$ cat config.mk
export PLATFORM = sky130hd
export DESIGN_NAME = regfile_scoreboard
export DESIGN_NICKNAME = d
export VERILOG_FILES = /design/src/rtl/regfile_scoreboard.sv
export SDC_FILE = /design/constraint.sdc
export NUM_CORES = 2
export LEC_CHECK = 0
export CAP_MARGIN = 15
export CORE_UTILIZATION = 40
export DETAILED_ROUTE_END_ITERATION = 10
export PLACE_DENSITY = 0.54
export SKIP_CTS_REPAIR_TIMING = 1
export SLEW_MARGIN = 0
export SYNTH_ARGS = -nofsm -noshare
export SYNTH_HDL_FRONTEND = slang
export SYNTH_HIERARCHICAL = 1
export SYNTH_SLANG_ARGS = --single-unit
$ cat constraint.sdc
create_clock -name clk -period 5.3 [get_ports clk]
set_input_delay 0.53 -clock clk [delete_from_list [all_inputs] [get_ports clk]]
set_output_delay 0.53 -clock clk [all_outputs]
set_load 0.005 [all_outputs]
$ cat src/rtl/regfile_scoreboard.sv
// regfile_scoreboard
//   Pipeline register file with a per-register busy scoreboard.
//   - Two combinational read ports and one write-back port.
//   - x0 is hardwired to zero and is never busy.
//   - Optional write-through bypass forwards a same-cycle write-back to the read ports.
//   - Busy bits are set at issue, cleared at write-back, and bulk-cleared on flush.
//   - The asynchronous reset clears both the data and the busy state.
// Ports:
//   clk, rst_n            clock, asynchronous active-low reset
//   rs1/rs2 -> readdata1/2  read addresses and read data
//   rd, writedata, regwrite write-back port
//   rd_issue, issue       marks the issued instruction's destination busy
//   flush                 clears every busy bit
//   busy1/busy2, hazard   effective busy status of rs1/rs2, and their OR
//   busy_count            number of busy registers (registered state only)

// One architectural register together with its busy bit.
module regfile_scoreboard_cell #(
    parameter int XLEN = 32
) (
    input  logic            clk,
    input  logic            rst_n,
    input  logic            we,
    input  logic [XLEN-1:0] wdata,
    input  logic            set,
    input  logic            flush,
    output logic [XLEN-1:0] q,
    output logic            busy
);
    always_ff @(posedge clk or negedge rst_n) begin
        if (!rst_n) begin
            q    <= '0;
            busy <= 1'b0;
        end else begin
            // The data write happens even during a flush.
            if (we) q <= wdata;
            // Priority is flush, then issue, then write-back.
            // Issue wins over write-back because the new producer is still outstanding.
            if (flush)    busy <= 1'b0;
            else if (set) busy <= 1'b1;
            else if (we)  busy <= 1'b0;
        end
    end
endmodule

module regfile_scoreboard #(
    parameter int XLEN   = 32,
    parameter int NREGS  = 32,
    parameter int BYPASS = 1,
    localparam int AW    = $clog2(NREGS)
) (
    input  logic            clk,
    input  logic            rst_n,
    input  logic [AW-1:0]   rs1,
    input  logic [AW-1:0]   rs2,
    output logic [XLEN-1:0] readdata1,
    output logic [XLEN-1:0] readdata2,
    input  logic [AW-1:0]   rd,
    input  logic [XLEN-1:0] writedata,
    input  logic            regwrite,
    input  logic [AW-1:0]   rd_issue,
    input  logic            issue,
    input  logic            flush,
    output logic            busy1,
    output logic            busy2,
    output logic            hazard,
    output logic [AW:0]     busy_count
);
    logic [NREGS-1:0][XLEN-1:0] regs;
    logic [NREGS-1:0]           busy;

    // Entry 0 is tied off; entries 1..NREGS-1 are real cells.
    assign regs[0] = '0;
    assign busy[0] = 1'b0;

    for (genvar i = 1; i < NREGS; i++) begin : g_cell
        localparam logic [AW-1:0] IDX = AW'(i);
        regfile_scoreboard_cell #(.XLEN(XLEN)) u_cell (
            .clk   (clk),
            .rst_n (rst_n),
            .we    (regwrite && (rd == IDX)),
            .wdata (writedata),
            .set   (issue && (rd_issue == IDX)),
            .flush (flush),
            .q     (regs[i]),
            .busy  (busy[i])
        );
    end

    // Forwarding applies only to a nonzero address that matches the live write-back.
    logic fwd1, fwd2;
    assign fwd1 = (BYPASS != 0) && regwrite && (rd == rs1) && (rs1 != '0);
    assign fwd2 = (BYPASS != 0) && regwrite && (rd == rs2) && (rs2 != '0);

    // regs[0] is already zero, so an rsN of 0 needs no special case on the read path.
    assign readdata1 = fwd1 ? writedata : regs[rs1];
    assign readdata2 = fwd2 ? writedata : regs[rs2];

    // A forwarded operand is available this cycle, so it no longer counts as busy.
    assign busy1  = busy[rs1] && !fwd1;
    assign busy2  = busy[rs2] && !fwd2;
    assign hazard = busy1 | busy2;

    always_comb begin
        busy_count = '0;
        for (int i = 0; i < NREGS; i++) busy_count = busy_count + (AW+1)'(busy[i]);
    end
endmodule

==> results by group <==
Clocking
  – Total CTS buffers: 117
  – Worst skew pair latency: 0.76 ns
  – Clock-pin transition on the worst setup and hold timing paths: 0.06 ns
  – Clock sink count: 1023
  – H-tree Lvls: 3
  – CTS tree: yes
  – CTS Root Buffer Type: clkbuf_16
  – Longest Clk Path Bufs: 3

Global routing
  – Vias in the first global route: 39000
  – First-pass GRT wire length: 295 mm
  – Total GRT Usage: 0.260
  – Global route overflow: 0
  – Largest net degree at the start of global routing: 145
  – Antenna violations before repair: 7

Logic synthesis
  – EDFF count, synth: 0
  – Most frequent cell after synthesis: dfrtp_1
  – Synth warn: 6
  – Synth top cells by count: dfrtp_1 (1023), mux2_4 (930), mux4_2 (383), mux2_2 (205), a22oi_1 (179)
  – Post-synth top area share: 0.416
  – Synthesized Nets: 4086
  – Synth Cell Area: 0.0615 mm²
  – Mean Syn Cell Area: 15.4 µm²
  – Post-synth top flop: dfrtp_1
  – #FFs+latches synth: 1023
  – Synth cell types: 53
  – Ranking of synthesized cells by area: dfrtp_1 (42%), mux2_4 (23%), mux4_2 (14%)
  – Async set-reset flop share out of synthesis: 1.00
  – Register area share after synthesis: 0.416
  – Post-synth top area cell: dfrtp_1
  – Gate Count Post-Synth: 3999

Route
  – Vias/cell: 6.04
  – Final WL: 203 mm
  – Avg WL per Cell: 32.6 µm
  – DRC Markers: 0
  – Antenna Violating Nets Remaining: 0
  – Via Count: 37600
  – Iteration-0 DRC count of the detailed router: 3532
  – Drt first pass iters: 5

Floorplan
  – Die ar.: 0.155 mm²
  – Core footprint: 0.152 mm²
  – Cell Rows: 143
  – Initial Util: 0.404
  – Die width: 394 µm
  – Chip height: 394 µm
  – # IOs: 130

Critical path
  – CP startpoint kind: flip-flop
  – Depth of the most critical reg-to-reg path: 4
  – Critical Path RT: 4.77 ns
  – FF-to-FF End: g_cell[18].u_cell/busy
  – CP Data Arrival Time: 5.76 ns
  – Reg-to-reg startpoint: g_cell[18].u_cell/busy
  – Most frequent CP cell: fa_1
  – Crit path max fanout: 2
  – Reg-to-reg setup timing slack: 4.38 ns
  – CP endpoint kind: output pin
  – Critical Path Slowest Stage Cell: fa_1
  – Max incr delay on CP: 0.56 ns
  – Worst-path cell chain: fa_1 -> inv_2 -> fa_1 -> inv_2 -> fa_1 -> inv_2 -> fa_1 -> fa_1 -> fa_1 -> inv_2 -> fa_2 -> fa_2 -> a21o_1 -> a21oi_2 -> xnor2_1 -> clkbuf_2
  – Worst Setup Path Type: flip-flop to output pin

Placement
  – Gp weighted congestion: 0.795
  – DP Worst Slack: -0.679 ns
  – PortBufs: 129
  – Post-DP HPWL: 119 mm
  – Dpl cell area: 0.0643 mm²

Timing
  – Max frequency: 159 MHz
  – Slew Viols, Final: 0
  – Worst setup margin: -0.989 ns
  – RSZ-0062 raised after global routing: yes
  – Post-Route Skew: 0 ns
  – Crit path time final: 6.29 ns
  – Final setup fails: 6
  – Final worst-path cycle share: 1.19
  – Hold Vio Cnt, Final: 0
  – Worst-Margin Slew: 1.13 ns
  – Rel. slew slack: 0.248

Status
  – Status: complete, but fails checks
  – Failing checks: setup timing

Worst hold path
  – Hold Crit Class: input pin to async pin

Final layout
  – Fill cell count: 13400
  – Fin nets: 4176
  – Final instance area: 0.0684 mm²
  – Area added between synthesis and finish: 11.3%
  – Layout cells sized above 1: 0.477

Job
  – Max Cap Viol: 0

Power and ir drop
  – Pwr/cell area: 363 mW/mm²
  – Lkg Pwr: 29.0 nW
  – Worst VDD drop: 0.000277 V
layer usage:
layer	vias up	track usage	wire length (µm)
li1	15500	-	-
met1	20400	0.374	90600
met2	1375	0.403	93600
met3	330	0.0465	12700
met4	8	0.0714	5670
met5	-	0	52
where the power goes:
part	internal, W	switching (W)
Clock	0.00512	0.00358
Combinational	0.00364	0.00202
Sequential	0.00931	0.00118
worst max-delay path, delay by kind of cell, from the launching register on:
kind                       cells  cell delay (ns)
adders and majority gates      8             3.81
buffers and inverters          5             0.31
AOI/OAI and AO/OA              2             0.35
DFF                            1             0.40
xor gates and xnor gates       1             0.13
state kept, by name, summed over array words and instances, names as in the netlist:
signal and count:
g_cell.u_cell/busy 31, g_cell.u_cell/q 992
kinds of logic after synthesis:
logic type,count (synthesis),share of synthesized area
muxes,1606,0.420
DFF,1023,0.416
AOI/OAI and AO/OA,502,0.0613
buffers and inverters,445,0.0640
and+or+nand+nor,382,0.0279
adders and majority gates,30,0.00892
xor gates and xnor gates,11,0.00157
cell usage in the layout (no fill, tap or decap), types with 19 or more instances in the layout:
| master | count |
|---|---|
| nand3_1 | 79 |
| nor2_4 | 28 |
| buf_4 | 154 |
| nor2_1 | 41 |
| nand2b_1 | 35 |
| fa_1 | 21 |
| mux2_2 | 205 |
| a22oi_1 | 179 |
| a221o_1 | 42 |
| clkdlybuf4s50_1 | 113 |
| dfrtp_1 | 1023 |
| buf_12 | 57 |
| clkbuf_1 | 27 |
| mux2i_1 | 86 |
| clkbuf_16 | 117 |
| inv_1 | 72 |
| mux4_2 | 383 |
| a32o_1 | 29 |
| mux2_4 | 930 |
| o221ai_1 | 40 |
| a221oi_1 | 24 |
| clkbuf_8 | 29 |
| nand2_1 | 162 |
| clkinv_2 | 19 |
| o21ai_1 | 44 |
| o211ai_1 | 22 |
| a21oi_1 | 62 |
per-stage QoR:
stage	hold slack, ns	setup TNS, ns	util	power (W)	std cells
after floorplan	0.234	0	-	0.0145	3999
after global placement	0.504	-1.85	0.422	0.0161	5998
after detailed placement	0.510	-2.02	0.422	0.0162	5998
after CTS	-0.168	-7.01	0.449	0.0250	6217
after global routing	0.474	-4.84	0.449	0.0258	6219
final	0.406	-3.83	0.449	0.0248	6222
worst max-delay path by stage:
stage / end / start / cells after the start / slack, ns
final: busy_count[4] / g_cell[18].u_cell/busy / 16 / -0.99
after global routing: busy_count[4] / g_cell[18].u_cell/busy / 16 / -1.19
after CTS: busy_count[4] / g_cell[18].u_cell/busy / 16 / -1.53
after detailed placement: busy_count[4] / g_cell[18].u_cell/busy / 16 / -0.68
after global placement: busy_count[4] / g_cell[18].u_cell/busy / 16 / -0.62
after floorplan: busy_count[4] / g_cell[18].u_cell/busy / 15 / 0.04
area by class of cell:
| cell class | count | area [µm²] | area share |
|---|---|---|---|
| Antenna cell | 3 | 7.51 | 0.000110 |
| Clock buffer | 173 | 3430 | 0.0501 |
| Timing Repair Buffer | 338 | 3560 | 0.0520 |
| Sequential cell | 1023 | 25600 | 0.374 |
| Tap cell | 2030 | 2540 | 0.0371 |
| Multi-Input combinational cell | 2531 | 32300 | 0.472 |
| Clock inverter | 46 | 696 | 0.0102 |
| Inverter | 78 | 293 | 0.00428 |
(Power assumes the default switching activity.)
